[config.mk]
export PLATFORM = sky130hd
export DESIGN_NAME = adpt_quan_iter
export DESIGN_NICKNAME = d
export VERILOG_FILES = /design/src/rtl/adpt_quan_iter.sv
export SDC_FILE = /design/constraint.sdc
export NUM_CORES = 1
export LEC_CHECK = 0
export CORE_ASPECT_RATIO = 1.25
export CORE_UTILIZATION = 30
export CTS_BUF_LIST = sky130_fd_sc_hd__clkbuf_16
export CTS_CLUSTER_DIAMETER = 30
export CTS_CLUSTER_SIZE = 40
export DETAILED_ROUTE_END_ITERATION = 16
export PLACE_DENSITY_LB_ADDON = 0.1
export REMOVE_ABC_BUFFERS = 1
export SETUP_SLACK_MARGIN = 0.15
export SYNTH_ARGS = -nofsm -noshare
export SYNTH_HDL_FRONTEND = slang
export SYNTH_SLANG_ARGS = --single-unit
[constraint.sdc]
create_clock -name clk -period 4.4 [get_ports clk]
set_input_delay 0.88 -clock clk [delete_from_list [all_inputs] [get_ports clk]]
set_output_delay 0.88 -clock clk [all_outputs]
set_load 0.01 [all_outputs]
[src/rtl/adpt_quan_iter.sv]
// Iterative G.726 adaptive quantizer: converts difference signal D into codeword I,
// performing one normalize shift or one threshold compare per clock.
module adpt_quan_iter #(
  parameter int DW = 16,
  parameter int YW = 13,
  parameter int IW = 5
) (
  input  logic          clk,
  input  logic          reset,
  input  logic          strb,
  input  logic [1:0]    RATE,
  input  logic [DW-1:0] D,
  input  logic [YW-1:0] Y,
  output logic [IW-1:0] I,
  output logic          valid,
  output logic          busy,
  output logic          overrun
);

  typedef enum logic [2:0] {IDLE, NORM, LOG, CMP, OUT} state_t;

  state_t              state, state_nxt;
  logic                ds, ds_nxt;
  logic [DW-2:0]       dqm, dqm_nxt, dqm_in;
  logic [YW-3:0]       yq, yq_nxt;
  logic [1:0]          rate_q, rate_nxt;
  logic [3:0]          expo, expo_nxt;
  logic [11:0]         dln, dln_nxt;
  logic [3:0]          k, k_nxt;
  logic [IW-1:0]       i_nxt;
  logic                valid_nxt, busy_nxt, overrun_nxt;
  logic signed [11:0]  thr;
  logic [3:0]          last_k;
  logic [4:0]          top_code;
  logic [3:0]          mag;
  logic                cmp_done;
  logic [4:0]          code;

  // Normalized quantizer decision thresholds in the log2 domain (1/128 units), signed.
  function automatic logic signed [11:0] threshold(input logic [1:0] r, input logic [3:0] idx);
    logic signed [11:0] t;
    t = 12'sd2047;
    case (r)
      2'd0: begin
        case (idx)
          4'd0:    t = -12'sd122;
          4'd1:    t = -12'sd16;
          4'd2:    t = 12'sd68;
          4'd3:    t = 12'sd139;
          4'd4:    t = 12'sd198;
          4'd5:    t = 12'sd250;
          4'd6:    t = 12'sd298;
          4'd7:    t = 12'sd339;
          4'd8:    t = 12'sd378;
          4'd9:    t = 12'sd413;
          4'd10:   t = 12'sd445;
          4'd11:   t = 12'sd475;
          4'd12:   t = 12'sd502;
          4'd13:   t = 12'sd528;
          default: t = 12'sd553;
        endcase
      end
      2'd1: begin
        case (idx)
          4'd0:    t = -12'sd124;
          4'd1:    t = 12'sd80;
          4'd2:    t = 12'sd178;
          4'd3:    t = 12'sd246;
          4'd4:    t = 12'sd300;
          4'd5:    t = 12'sd349;
          default: t = 12'sd400;
        endcase
      end
      2'd2: begin
        case (idx)
          4'd0:    t = 12'sd8;
          4'd1:    t = 12'sd218;
          default: t = 12'sd331;
        endcase
      end
      default: t = 12'sd261;
    endcase
    return t;
  endfunction

  assign thr = threshold(rate_q, k);

  always_comb begin
    last_k   = 4'd0;
    top_code = 5'd3;
    case (rate_q)
      2'd0:    begin last_k = 4'd14; top_code = 5'd31; end
      2'd1:    begin last_k = 4'd6;  top_code = 5'd15; end
      2'd2:    begin last_k = 4'd2;  top_code = 5'd7;  end
      default: begin last_k = 4'd0;  top_code = 5'd3;  end
    endcase
  end

  // |D| in 15 bits; the most negative input has no positive twin and saturates.
  always_comb begin
    dqm_in = D[DW-2:0];
    if (D[DW-1]) begin
      if (D[DW-2:0] == '0) dqm_in = '1;
      else                 dqm_in = (DW-1)'(-D);
    end
  end

  // DLN values at or above 2048 are negative log ratios, so the compare is signed.
  always_comb begin
    cmp_done = 1'b0;
    mag      = k;
    if ($signed(dln) < thr) begin
      cmp_done = 1'b1;
    end else if (k == last_k) begin
      cmp_done = 1'b1;
      mag      = k + 4'd1;
    end
  end

  always_comb begin
    code = top_code;
    if (mag != 4'd0) code = ds ? (top_code - {1'b0, mag}) : {1'b0, mag};
  end

  always_comb begin
    state_nxt   = state;
    ds_nxt      = ds;
    dqm_nxt     = dqm;
    yq_nxt      = yq;
    rate_nxt    = rate_q;
    expo_nxt    = expo;
    dln_nxt     = dln;
    k_nxt       = k;
    i_nxt       = I;
    valid_nxt   = 1'b0;
    busy_nxt    = busy;
    overrun_nxt = overrun | (strb & (state != IDLE));
    case (state)
      IDLE: begin
        if (strb) begin
          ds_nxt    = D[DW-1];
          dqm_nxt   = dqm_in;
          yq_nxt    = (YW-2)'(Y >> 2);
          rate_nxt  = RATE;
          expo_nxt  = 4'd14;
          busy_nxt  = 1'b1;
          state_nxt = NORM;
        end
      end
      NORM: begin
        if (dqm[DW-2] || (expo == 4'd0)) begin
          state_nxt = LOG;
        end else begin
          dqm_nxt  = {dqm[DW-3:0], 1'b0};
          expo_nxt = expo - 4'd1;
        end
      end
      LOG: begin
        dln_nxt   = {1'b0, expo, dqm[13:7]} - {1'b0, yq};
        k_nxt     = 4'd0;
        state_nxt = CMP;
      end
      CMP: begin
        if (cmp_done) begin
          i_nxt     = IW'(code);
          valid_nxt = 1'b1;
          busy_nxt  = 1'b0;
          state_nxt = OUT;
        end else begin
          k_nxt = k + 4'd1;
        end
      end
      OUT:     state_nxt = IDLE;
      default: state_nxt = IDLE;
    endcase
  end

  always_ff @(posedge clk or negedge reset) begin
    if (!reset) begin
      state   <= IDLE;
      ds      <= 1'b0;
      dqm     <= '0;
      yq      <= '0;
      rate_q  <= '0;
      expo    <= '0;
      dln     <= '0;
      k       <= '0;
      I       <= '0;
      valid   <= 1'b0;
      busy    <= 1'b0;
      overrun <= 1'b0;
    end else begin
      state   <= state_nxt;
      ds      <= ds_nxt;
      dqm     <= dqm_nxt;
      yq      <= yq_nxt;
      rate_q  <= rate_nxt;
      expo    <= expo_nxt;
      dln     <= dln_nxt;
      k       <= k_nxt;
      I       <= i_nxt;
      valid   <= valid_nxt;
      busy    <= busy_nxt;
      overrun <= overrun_nxt;
    end
  end

endmodule

==> results of run 1 <==
==> kinds of logic after synthesis <==
| kind of cell | share of synthesized area |
|---|---|
| multiplexers | 0.0116 |
| AND/OR/NAND/NOR | 0.194 |
| flip-flops | 0.347 |
| adder cells (fa/ha/maj) | 0.119 |
| AO/OA/AOI/OAI | 0.232 |
| XOR/XNOR | 0.0384 |
| buffers and inverters | 0.0578 |
==> cell usage in the layout, fill, tap and decap left out, types with 3 or more instances in the layout <==
cell,instances
a211oi_1,3
a21o_1,4
a21oi_1,23
a31oi_1,4
and2_1,5
and3_1,3
buf_4,19
clkbuf_16,9
clkdlybuf4s50_1,38
dfrtp_1,60
ha_1,34
ha_2,4
inv_1,30
mux2i_1,4
nand2_1,70
nand2b_1,7
nand3_1,14
nand4_1,4
nor2_1,33
nor2b_1,5
nor3_1,10
o211ai_1,6
o21a_1,4
o21ai_0,55
o21ai_1,8
o21bai_1,3
o22ai_1,10
o31ai_1,12
or3_1,5
xnor2_1,13
xor2_1,6
==> worst max-delay path, delay by kind of cell (launching register included) <==
family,cells,cell delay [ns]
muxes,2,0.39
AOI/OAI and AO/OA,10,1.62
buffers and inverters,2,0.28
DFF,1,0.41
and+or+nand+nor,1,0.20
adders and majority gates,4,1.02
==> synthesized netlist by cell type (5+ instances only) <==
master / number / area share
o22ai_1: 10 / 0.014
a21oi_1: 23 / 0.027
nand2_1: 70 / 0.061
xnor2_1: 13 / 0.026
xor2_1: 6 / 0.012
mux2i_1: 5 / 0.012
o21ai_1: 5 / 0.0058
or3_1: 5 / 0.0072
nand3_1: 14 / 0.016
o211ai_1: 6 / 0.010
nand2b_1: 8 / 0.012
a31oi_1: 5 / 0.0072
ha_1: 38 / 0.11
nor3_1: 11 / 0.013
and2_1: 5 / 0.0072
nor2_1: 35 / 0.030
o21ai_0: 58 / 0.067
o31ai_1: 12 / 0.021
clkbuf_1: 24 / 0.021
inv_1: 31 / 0.027
dfrtp_1: 60 / 0.35
nor2b_1: 5 / 0.0072
==> through the flow <==
step	power, mW	hold WS, ns	setup WS (ns)	instances	cell area (µm²)
floorplan	2.67	0.450	0.0950	491	4210
global placement	3.36	0.461	0.0989	722	4940
detailed placement	3.39	0.468	0.0891	722	4940
CTS	4.20	0.481	0.213	738	5270
global route	4.65	0.501	0.142	740	5340
finish	4.21	0.479	0.418	740	5340
==> worst paths after layout <==
path	slack (ns)	startpoint	to
min in group asynchronous	0.68	reset	k[0]
max in group asynchronous	2.88	reset	dln[4]
worst max register to register	0.42	k[1]	I[3]
worst max-delay path	0.42	k[1]	I[3]
worst min register to register	0.48	busy	busy
worst min-delay path	0.48	busy	busy
==> per-layer routing <==
layer | share of wire | routed length, µm
met5 | 0 | 0
met4 | 0.020 | 214
met3 | 0.028 | 307
met2 | 0.52 | 5720
met1 | 0.43 | 4680
==> power by group through the flow <==
stage	Clock [mW]	Sequential [mW]	Combinational, mW
after detailed placement	0	1.00	2.39
after floorplan	0	1.02	1.65
after global routing	0.796	1.03	2.82
after global placement	0	0.999	2.36
after CTS	0.777	0.997	2.42
final	0.756	0.990	2.46
==> timing repair <==
item | in CTS | in global routing
setup buffers | 0 | 2
hold buffers | 0 | 0
pin swaps | 0 | 7
resized for setup | 3 | 15
setup endpoints to repair | 1 | 2
==> sequential cells by signal, summed over array words and instances (netlist names) <==
register	cells
valid	1
dqm	15
expo	4
I	5
rate_q	2
yq	11
state	3
busy	1
dln	12
k	4
overrun	1
ds	1
==> cell type report <==
cell class	count	area [µm²]	area share
multi-input cells	398	2640	0.496
flip-flops and latches	60	1500	0.281
repair buffers	58	528	0.0990
clock buffers	9	225	0.0422
well taps	175	219	0.0410
inverters	33	126	0.0237
clock inverters	7	91.3	0.0171
==> results.md, run 1 <==
* Slew Limit Fails at 0
* Worst Setup Start Kind: register
* Tcrit/Tclk final at 0.905
* Worst Hold Class: register to register
* Die width at 109 µm
* Core Area at 0.0139 mm²
* Layout Nets at 634
* FF+latch count, synth at 60
* Sink Count at 60
* Share of post-route cells with drive strength above 1 at 0.108
* Seq pwr share at 0.235
* # IOs at 42
* Cells after Synth at 521
* DIE AREA at around 0.015 mm²
* Routed Antenna Nets at 0
* Area grow syn2layout at 23.2%
* DR WL/cell at 14.8 µm
* Largest stage delay on the critical path at about 0.41 ns
* Htree depth at 3
* # rows at 48
* Final Hold Fails at 0
* Ys async rst share at 1.00
* Slew of the pin with the lowest slew margin at 0.890 ns
* Worst hold path depth at 2
* Gr busiest metal: met2
* Register area share after synthesis at 0.347
* TritonRoute pass-1 iters at 4
* Via-to-Cell Ratio at 5.04
* Final min period at 3.98 ns
* Unrepaired setup endpoints after global routing: no
* Post-synthesis cell area at ~0.0043 mm²
* Worst path slowest cell: dfrtp_1
* Diode count at 0
* Port Buffers at 39
* Leak at 2.32 nW
* Initial antenna violation count at 0
* PwrDens at 789 mW/mm²
* Met1 usage at 0.178
* Clk_lat worst skew at 0.33 ns
* Status: completed
* GR Util met2 at 0.292
* Num CTS Buffers at 9
* Clock transition at path regs at 0.06 ns
* CP cell instances: inv_2 -> ha_1 -> buf_4 -> nor3b_2 -> mux2i_1 -> o22ai_1 -> o32a_1 -> ha_1 -> o21a_1 -> o21a_1 -> o211ai_1 -> o221ai_2 -> o21ai_2 -> mux2i_2 -> ha_2 -> fa_1 -> o21ai_1 -> o21ai_0 -> o21ai_1
* Final Core Density at 0.383
* Met3 usage at 0.0264
* Clock tree buffer depth at 2
* P_int at 2.37 mW
* Largest net degree at the start of global routing at 39
* GR Overflow Total at 0
* CTS Root Cell: clkbuf_16
* Worst vdd ir at 0.222 mV
* Setup violation total in the final timing report at 0
* Max cap viols at 0
* Hpwl dp at roughly 8400 µm
* Yosys warning count at 0
* Final routed DRC violation total at 0
* CP Capture Type: register
* Comb pwr share at 0.585
* Worst slew margin at 0.407
* EDFF count, synth at 0
* Vias in the first global route at 3,713
* Setup tns final at 0 ns
* Worst EP arrival at 4.24 ns
* Switching Share at 0.437
* Avg Synthesized Cell Area at 8.31 µm²
* First-pass GRT wire length at ~18,000 µm
* Synth cell types at 67
* Predominant post-synthesis flop cell: dfrtp_1
* Peak fanout along the critical path at 10
* GRT Overall Usage at 0.159
* Drt total wl at 10,900 µm
* Die Ht at 136 µm
* Required time worst endpoint at 4.66 ns
* Initial Util at 0.311
* Routability cong. at between 0.8 and 0.9
* Vias at roughly 3,700
* DRT iter0 DRCs at 186
* Clock power frac at 0.180
* CTS tree: yes
* Fmax at between 200 and 300 MHz
* Clock skew at 0.00485 ns
* Switching power at ~1.8 mW
* # fillers at between 1,000 and 1,500
* Worst r2r path cells at 19
* Crit Path Class: register to register
Note: power is estimated with default switching activity, not from simulation.
==> run 2: changes to the inputs <==
==> constraint.sdc (replaced) <==
create_clock -name clk -period 3.2 [get_ports clk]
set_input_delay 0.64 -clock clk [delete_from_list [all_inputs] [get_ports clk]]
set_output_delay 0.64 -clock clk [all_outputs]
set_load 0.01 [all_outputs]
==> run 2 against run 1 <==
  * The flow now finishes with violations (negative setup slack)
  * Core utilization is 4.5 points higher
  * Routed wire length is 7.7% higher
  * Non-clock buffer count is 62 higher
  * Cell count is 8.4% higher
  * Die area stayed put
  * Critical path depth stayed put
  * First-iteration DRC count is 20% lower
  * Worst hold slack better by 0.0024 ns
  * Largest cell class unchanged
==> results.md, run 2 (synthesis gave the netlist of run 1 again) <==
* Worst Hold Class: register to register
* Max cap viols at 0 (unchanged)
* Peak fanout along the critical path at 5 (-5)
* Clock skew at 0.00921 ns (+0.00436 ns)
* Clock power frac at 0.158 (-0.022)
* Sink Count at 60 (unchanged)
* Buf/Inv on CP at 2 (unchanged)
* Hpwl dp at 9110 µm (+9.0%)
* Port Buffers at 39 (unchanged)
* Post-route setup slack at -0.670 ns (-1.09 ns)
* # fillers at 1,416 (-5.0%)
* Area after DPL at 0.00533 mm² (+7.9%)
* Slew of the pin with the lowest slew margin at 1.09 ns (+0.195 ns)
* GRT Overall Usage at 0.170 (+0.0116)
* Commonest non-fill, non-tap cells in the layout: 69 x buf_4, 67 x nand2_1, 60 x dfrtp_1
* Worst vdd ir at 0.373 mV (+68%)
* Setup tns final at -2.96 ns (-2.96 ns)
* Reg-to-Reg Start: k[1]
* Area grow syn2layout at 37.8%
* Seq pwr share at 0.207 (-0.028)
* Share of post-route cells with drive strength above 1 at 0.220 (+0.112)
* Failing checks: negative setup slack
* Setup violation total in the final timing report at 14 (+14)
* CP delay by family, top: compound AO/OA/AOI/OAI gates
* Dpl ws at -0.961 ns (-1.05 ns)
* Slew Limit Fails at 0 (unchanged)
* Die width at 109 µm (unchanged)
* Worst EP arrival at 4.14 ns (-0.10 ns)
* Switching power at 2.79 mW (+52%)
* Initial antenna violation count at 0 (unchanged)
* Final min period at 3.87 ns (-0.112 ns)
* First-pass GRT wire length at 19,500 µm (+7.3%)
* Comb pwr share at 0.635 (+0.050)
* DIE AREA at 0.0149 mm² (unchanged)
* Unrepaired setup endpoints after global routing: yes
* Overall Power at 6.65 mW (+58%)
* Required time worst endpoint at 3.47 ns (-1.19 ns)
* Placed insts at 772 (+6.9%)
* TritonRoute pass-1 iters at 5 (+1)
* Worst Setup Start Kind: register
* Final hold slack at 0.482 ns (+0.00237 ns)
* # rows at 48 (unchanged)
* Vias in the first global route at 4,030 (+8.5%)
* Final Hold Fails at 0 (unchanged)
* Crit Path Class: register to register
* Largest net degree at the start of global routing at 46 (+18%)
* CTS Hold Buffers Added at 0 (unchanged)
* CP Capture Type: register
* Final routed DRC violation total at 0 (unchanged)
* Commonest non-fill, non-tap cell in the layout: buf_4
* Routed Antenna Nets at 0 (unchanged)
* PwrDens at 1120 mW/mm² (+41%)
* Initial Util at 0.311 (unchanged)
* Final Core Density at 0.428 (+0.0453)
* Clock tree buffer depth at 2 (unchanged)
* Routability cong. at 0.857 (+1.3%)
* Largest registers: dqm (15), dln (12), yq (11)
* Num CTS Buffers at 9 (unchanged)
* Worst slew margin at 0.277 (-0.130)
* Min-delay src: overrun
* Htree depth at 3 (unchanged)
* Tcrit/Tclk final at 1.21 (+0.304)
* Via-to-Cell Ratio at 4.97 (-1.6%)
* Leak at 2.65 nW (+14%)
* Layout Nets at 696 (+9.8%)
* P_int at 3.87 mW (+63%)
* Largest Register: dqm
* Max FFs per register at 15 (unchanged)
* CTS Root Cell: clkbuf_16
* Die Ht at 136 µm (unchanged)
* Worst setup path startpoint: k[1]
* Largest stage delay on the critical path at 0.43 ns (+0.02 ns)
* DR WL/cell at 14.7 µm (-0.62%)
* CP cell instances: inv_2 -> buf_6 -> ha_4 -> nor3b_4 -> mux2i_1 -> o22ai_1 -> o32a_1 -> ha_1 -> o21a_1 -> o21a_1 -> o211ai_1 -> o221ai_2 -> o21ai_2 -> mux2i_2 -> ha_2 -> fa_2 -> o21ai_2 -> o21ai_1 -> o21ai_1
* Final Non-Filler Cells at 802 (+8.4%)
* Status: finished, violations left
* GR Overflow Total at 0 (unchanged)
* Drt total wl at 11,800 µm (+7.7%)
* DRT iter0 DRCs at 148 (-20%)
* Worst path slowest cell: fa_2
* Clock transition at path regs at 0.06 ns (about the same)
* Core Area at 0.0139 mm² (unchanged)
* # IOs at 42 (unchanged)
* Final instance area at 0.00597 mm² (+12%)
* Switching Share at 0.419 (-0.0177)
* Vias at 3,983 (+6.7%)
* Clk_lat worst skew at 0.34 ns (about the same)
* Diode count at 0 (unchanged)
* Fmax at 258 MHz (+2.9%)
* CTS tree: yes
==> run 2: repair_timing <==
| item | CTS | global route |
|---|---|---|
| setup endpoints to repair | 14 | 14 |
| setup buffers | 10 | 4 |
| pin swaps | 20 | 17 |
| endpoints found under the hold margin | 0 | 0 |
| gates resized for setup | 36 | 24 |
==> run 2: worst register-to-register path, stage by stage, from the launching register on <==
cell and delay (ns):
dfrtp_1 0.40, inv_2 0.08, buf_6 0.13, ha_4 0.18
nor3b_4 0.18, mux2i_1 0.11, o22ai_1 0.18, o32a_1 0.19
ha_1 0.24, o21a_1 0.17, o21a_1 0.18, o211ai_1 0.21
o221ai_2 0.15, o21ai_2 0.21, mux2i_2 0.26, ha_2 0.22
fa_2 0.43, o21ai_2 0.12, o21ai_1 0.07, o21ai_1 0.11
==> run 2: layout make-up <==
type / instances / area (µm²) / area share
Inverter: 33 / 126 / 0.0212
Sequential cell: 60 / 1500 / 0.252
Tap cell: 175 / 219 / 0.0367
Multi-Input combinational cell: 398 / 2750 / 0.461
Clock inverter: 7 / 98.8 / 0.0166
Timing Repair Buffer: 120 / 1050 / 0.176
Clock buffer: 9 / 225 / 0.0377
==> run 2: power groups by stage <==
stage | clock network [mW] | logic [mW] | registers (mW)
detailed placement | 0 | 3.70 | 1.39
CTS | 1.08 | 4.02 | 1.38
finish | 1.05 | 4.23 | 1.38
global placement | 0 | 3.68 | 1.38
floorplan | 0 | 2.27 | 1.40
global route | 1.10 | 4.72 | 1.43
==> run 2: per-layer routing <==
metal	track usage	up-vias	wire (µm)
li1	-	2061	-
met1	0.191	1852	5060
met2	0.320	55	6240
met3	0.0254	15	249
met4	0.0630	0	212
met5	0	-	0
==> run 2: final timing paths <==
check | to | slack [ns] | cells after the start
min in group asynchronous | rate_q[1] | 0.50 | 1
setup reg to reg | I[3] | -0.67 | 19
setup / recovery | I[3] | -0.67 | 19
hold reg to reg | overrun | 0.48 | 1
max in group asynchronous | dqm[13] | 1.92 | 2
hold / removal | overrun | 0.48 | 1
